===== config.mk =====
export PLATFORM = sky130hd
export DESIGN_NAME = ad7656_adc_emulator
export DESIGN_NICKNAME = d
export VERILOG_FILES = /design/src/rtl/ad7656_adc_emulator.sv
export SDC_FILE = /design/constraint.sdc
export NUM_CORES = 1
export LEC_CHECK = 0
export CORE_MARGIN = 10
export CORE_UTILIZATION = 45
export CTS_CLUSTER_SIZE = 10
export DETAILED_ROUTE_END_ITERATION = 10
export PLACE_DENSITY = 0.7
export SYNTH_ARGS = -nofsm -noshare
export SYNTH_HDL_FRONTEND = slang
export SYNTH_SLANG_ARGS = --single-unit
export TNS_END_PERCENT = 20

===== constraint.sdc =====
create_clock -name sys_clk_i -period 2.05 [get_ports sys_clk_i]
set_input_delay 0.205 -clock sys_clk_i [delete_from_list [all_inputs] [get_ports sys_clk_i]]
set_output_delay 0.205 -clock sys_clk_i [all_outputs]
set_load 0.01 [all_outputs]

===== src/rtl/ad7656_adc_emulator.sv =====
// AD7656 parallel-read responder: answers CONVST with BUSY and serves six
// channel words on DB over CS/RD strobes, from fabric inputs or a test ramp.
`timescale 1ns/1ps
module ad7656_adc_emulator #(
  parameter int unsigned CONV_CYCLES = 300,
  parameter logic [15:0] RAMP_STEP   = 16'h0001
) (
  input  logic        sys_clk_i,
  input  logic        rst_n_i,
  input  logic        convst_a_i,
  input  logic        convst_b_i,
  input  logic        convst_c_i,
  input  logic        cs_n_i,
  input  logic        rd_n_i,
  input  logic        test_mode_i,
  input  logic [15:0] ch1_data_i,
  input  logic [15:0] ch2_data_i,
  input  logic [15:0] ch3_data_i,
  input  logic [15:0] ch4_data_i,
  input  logic [15:0] ch5_data_i,
  input  logic [15:0] ch6_data_i,
  output logic        busy_o,
  output logic [15:0] db_o,
  output logic        db_oe_o,
  output logic [15:0] conv_cnt_o,
  output logic        overrun_o
);

  localparam int unsigned DW  = 16;
  localparam int unsigned NCH = 6;
  localparam int unsigned PW  = 3;
  localparam int unsigned CW  = 16;

  typedef enum logic {IDLE, CONV} state_t;

  state_t          state;
  logic [CW-1:0]   busy_cnt;
  logic [PW-1:0]   ptr;
  logic [DW-1:0]   ramp;
  logic [DW-1:0]   sample [NCH];
  logic [DW-1:0]   result [NCH];
  logic [DW-1:0]   ch_data [NCH];
  logic [DW-1:0]   samp_src_c [NCH];

  // [0]=sync stage 1, [1]=sync stage 2, [2]=history
  logic [2:0] cv_sh, cs_sh, rd_sh;

  logic trigger_c, rd_fall_c, rd_rise_c, cs_act_c;

  assign ch_data[0] = ch1_data_i;
  assign ch_data[1] = ch2_data_i;
  assign ch_data[2] = ch3_data_i;
  assign ch_data[3] = ch4_data_i;
  assign ch_data[4] = ch5_data_i;
  assign ch_data[5] = ch6_data_i;

  always_ff @(posedge sys_clk_i or negedge rst_n_i) begin
    if (!rst_n_i) begin
      cv_sh <= 3'b000;
      cs_sh <= 3'b111;
      rd_sh <= 3'b111;
    end else begin
      cv_sh <= {cv_sh[1:0], convst_a_i | convst_b_i | convst_c_i};
      cs_sh <= {cs_sh[1:0], cs_n_i};
      rd_sh <= {rd_sh[1:0], rd_n_i};
    end
  end

  assign trigger_c = cv_sh[1] & ~cv_sh[2];
  assign rd_fall_c = ~rd_sh[1] & rd_sh[2];
  assign rd_rise_c = rd_sh[1] & ~rd_sh[2];
  assign cs_act_c  = ~cs_sh[1];

  // Channel N in ramp mode is offset by (N-1)*0x1000 from the ramp
  always_comb begin
    for (int i = 0; i < int'(NCH); i++) begin
      samp_src_c[i] = test_mode_i ? (ramp + DW'(i * 4096)) : ch_data[i];
    end
  end

  // Conversion FSM with busy counter, sample/result banks and counters
  always_ff @(posedge sys_clk_i or negedge rst_n_i) begin
    if (!rst_n_i) begin
      state      <= IDLE;
      busy_cnt   <= '0;
      busy_o     <= 1'b0;
      conv_cnt_o <= '0;
      overrun_o  <= 1'b0;
      ramp       <= '0;
      for (int i = 0; i < int'(NCH); i++) begin
        sample[i] <= '0;
        result[i] <= '0;
      end
    end else begin
      case (state)
        IDLE: begin
          if (trigger_c) begin
            state    <= CONV;
            busy_cnt <= CW'(CONV_CYCLES - 1);
            busy_o   <= 1'b1;
            for (int i = 0; i < int'(NCH); i++) sample[i] <= samp_src_c[i];
          end
        end
        CONV: begin
          if (trigger_c) overrun_o <= 1'b1;
          if (busy_cnt == '0) begin
            state      <= IDLE;
            busy_o     <= 1'b0;
            conv_cnt_o <= conv_cnt_o + 16'd1;
            ramp       <= ramp + RAMP_STEP;
            for (int i = 0; i < int'(NCH); i++) result[i] <= sample[i];
          end else begin
            busy_cnt <= busy_cnt - CW'(1);
          end
        end
        default: state <= IDLE;
      endcase
    end
  end

  // Read port: word load on RD fall, pointer advance on RD rise
  always_ff @(posedge sys_clk_i or negedge rst_n_i) begin
    if (!rst_n_i) begin
      ptr     <= '0;
      db_o    <= '0;
      db_oe_o <= 1'b0;
    end else begin
      db_oe_o <= ~cs_sh[1] & ~rd_sh[1];
      if (rd_fall_c && cs_act_c) db_o <= result[ptr];
      if (state == IDLE && trigger_c) begin
        ptr <= '0;
      end else if (rd_rise_c && cs_act_c) begin
        ptr <= (ptr == PW'(NCH - 1)) ? '0 : ptr + PW'(1);
      end
    end
  end

endmodule


==> summary.md <==
| Metric | Value |
|---|---|
| DR WL/cell | 20.48 microns |
| Final antenna diode count | 0 |
| Mapped Nets | 1159 |
| Most common cell after layout, fill and taps aside | dfrtp_1 |
| Relative slew slack | 0.4990 |
| DRC viols | 0 |
| Mean Syn Cell Area | 11.48 sq um |
| Multi-input gate area | 5106 sq um |
| Most frequent cells in the layout | dfrtp_1 (264), a21oi_1 (175), clkdlybuf4s50_1 (137) |
| Starting Density | 0.4598 |
| Crit path arrival time | roughly 2400 ps |
| Register Area | 6790 sq um |
| Slew Viols, Final | 0 |
| Slew at the pin with the worst max-slew slack | 751.5 ps |
| Worst setup SP type | flip-flop |
| Leak pwr | 6.848 nW |
| Outcome | complete, no violations |
| Io pins | 139 |
| Initial antenna violation count | 0 |
| Final core utilization | 0.5889 |
| Clock transition at path regs | roughly 50 ps |
| Crit end category | flip-flop |
| Hold depth | 1 |
| Final Skew | 25.57 ps |
| Avg Vias per Cell | 5.613 |
| Rows | a little under 60 |
| Yosys warns | 0 |
| Total core area | 26130 sq um |
| Fill count | approximately 2100 |
| Seq cells post-synth | around 270 |
| Number of synthesized flops with an enable pin | 0 |
| Final WL | about 32000 microns |
| Max_cap viols | 0 |
| Die extent in x | roughly 180 microns |
| Number of port buffers | 138 |
| Total grt overflow | 0 |
| Final hold vios | 0 |
| Fin Hold WS | a little under 90 ps |
| Total number of vias | a little under 9000 |
| TritonCTS clock tree | built |
| Nets | 1315 |
| Peak supply drop | roughly 0.75 mV |
| Worst EP required | between 2000 and 2500 ps |
| Root buf cell | clkbuf_16 |
| Clk buf depth | 3 |
| Fin crit period | 2035 ps |
| Layout cells sized above 1 | 0.2030 |
| Die area | 33640 sq um |
| Fmax | 491.3 MHz |
| CTS sink count | 271 |
| CP max FO | 9 |
| Sequential share of the synthesized area | 0.5649 |
| Final worst-path cycle share | 0.9928 |
| HPWL Detailed | 21010 microns |
| GRT Total Usage | 0.1783 |
| Starting DRT DRC Count | 679 |
| Post-synth ARST share | 1.000 |
| Clock Latency Late Sink | about 540 ps |
| Post-route ant nets | 0 |
| CTS buffer count | 31 |
| Die Y-Extent | 183.4 microns |
| Largest net degree at the start of global routing | 72 |
| First-pass GRT wire length | 48560 microns |
| DR pass1 iterations | 5 |
| Most used DFF post-synth | dfrtp_1 |
| Area Growth Syn to Fin | 28.07% |
| PwrDens | 1203 nW/um^2 |
| Synth cell types | 49 |
| Sum Neg Setup Slack | 0 ps |
| Global placement routability congestion | 0.7946 |
| H-tree depth | 1 |
| Mapped Cells | around 1000 |
| R2R cell count | 6 |
| Mapped Area | 12020 sq um |
| Tightest Hold Check Type | in2reg |
| # setup viols final | 0 |
| RSZ-0062 raised after global routing | true |
| Kind of critical path | reg2reg |
| Vias in the first global route | about 8600 |
## power breakdown
part	switching [mW]	leakage (nW)	internal (mW)
Clock	2.01	0.419	2.84
Sequential	1.26	3.47	7.27
Combinational	2.31	2.96	2.82
Total	5.58	6.85	12.9
## metrics by stage
stage / setup slack [ps] / power (mW) / instances / instance area (sq um)
after floorplan: 61.05 / 11.22 / 1047 / 12020
final: 14.76 / 18.52 / 1552 / 15390
after global placement: 110.6 / 12.95 / 1491 / 14000
after detailed placement: 44.83 / 13.20 / 1491 / 14000
after CTS: 19.88 / 18.09 / 1539 / 14870
after global routing: -88.38 / 19.57 / 1552 / 15390
## area by class of cell
class / count / share of cell area
multi-input combinational: 685 / 0.3318
clock buffer: 47 / 0.05626
tap: 335 / 0.02724
inverter: 15 / 0.003659
timing repair buffer: 199 / 0.1398
sequential: 271 / 0.4413
## logic make-up (layout without fill, tap and decap cells)
| group | count (synthesis) | count (layout) | synth area share |
|---|---|---|---|
| DFF | 271 | 271 | 0.5649 |
| and+or+nand+nor | 253 | 253 | 0.1021 |
| AOI/OAI and AO/OA | 230 | 230 | 0.1033 |
| muxes | 156 | 156 | 0.1586 |
| buffers and inverters | 91 | 261 | 0.03509 |
| xor gates and xnor gates | 38 | 38 | 0.02770 |
| adders and majority gates | 8 | 8 | 0.008331 |
## path summary, 6_finish.rpt
path | startpoint | endpoint | slack, ps
setup / recovery | busy_cnt[9]$_DFFE_PN0P_ | result[89]$_DFFE_PN0P_ | 10
hold reg to reg | cv_sh[0]$_DFF_PN0_ | cv_sh[1]$_DFF_PN0_ | 350
min in group asynchronous | rst_n_i | sample[88]$_DFFE_PN0P_ | 210
setup reg to reg | busy_cnt[9]$_DFFE_PN0P_ | result[89]$_DFFE_PN0P_ | 10
hold / removal | rd_n_i | rd_sh[0]$_DFF_PN1_ | 90
max in group asynchronous | rst_n_i | rd_sh[0]$_DFF_PN1_ | 1030
## critical path: stages (launching register included)
cell       delay, ps
dfrtp_2          430
nor4_4           290
nand4_1          220
nor2_4           230
buf_12           210
clkbuf_16        180
mux2_2           320
## registers in the layout (all words and copies together) (netlist names), 2 cells and up
| register | cells |
|---|---|
| ptr | 3 |
| cs_sh | 2 |
| busy_cnt | 16 |
| ramp | 16 |
| sample | 96 |
| db_o | 16 |
| result | 96 |
| cv_sh | 3 |
| conv_cnt_o | 16 |
| rd_sh | 3 |
## routing by layer
metal / GRT usage / vias to the layer above / part of all wire
li1: - / 4000 / -
met1: 0.2607 / 4389 / 0.46
met2: 0.2683 / 297 / 0.46
met3: 0.04150 / 25 / 0.073
met4: 0.02852 / 0 / 0.0098
met5: 0 / - / 0
## cell usage after synthesis (2+ instances only)
library cell	n	area, sq um
a22oi_1	16	120.1
ha_1	8	100.1
or3_1	2	12.51
o31ai_1	5	37.54
mux4_2	16	360.4
clkbuf_1	43	161.4
a21oi_1	175	875.8
o21ai_0	21	105.1
xor2_1	25	219.0
and2_1	12	75.07
o211ai_1	6	45.04
and4_1	4	35.03
o2111ai_1	3	26.28
mux2_2	94	1059
nor4_4	2	42.54
nand3_1	15	75.07
mux2i_1	25	250.2
inv_1	13	48.80
nor4b_4	2	47.55
dfstp_2	5	131.4
xnor2_1	13	113.9
nor4_1	12	75.07
nand2_1	42	157.7
buf_2	7	35.03
dfrtp_1	266	6656
nor2_1	118	442.9
buf_6	9	101.4
nor2b_1	2	12.51
mux2_1	21	236.5
buf_1	16	60.06
nor3b_1	2	15.01
nand4_1	8	50.05
nor3_1	21	105.1
and3_1	3	18.77
## timing repair
| item | in CTS | in global routing |
|---|---|---|
| resized for setup | 0 | 77 |
| setup buffers | 0 | 7 |
| hold endpoints to repair | 58 | 0 |
| setup endpoints to repair | 0 | 98 |
| hold buffers | 1 | 0 |
Power figures use the tool's default switching activity.
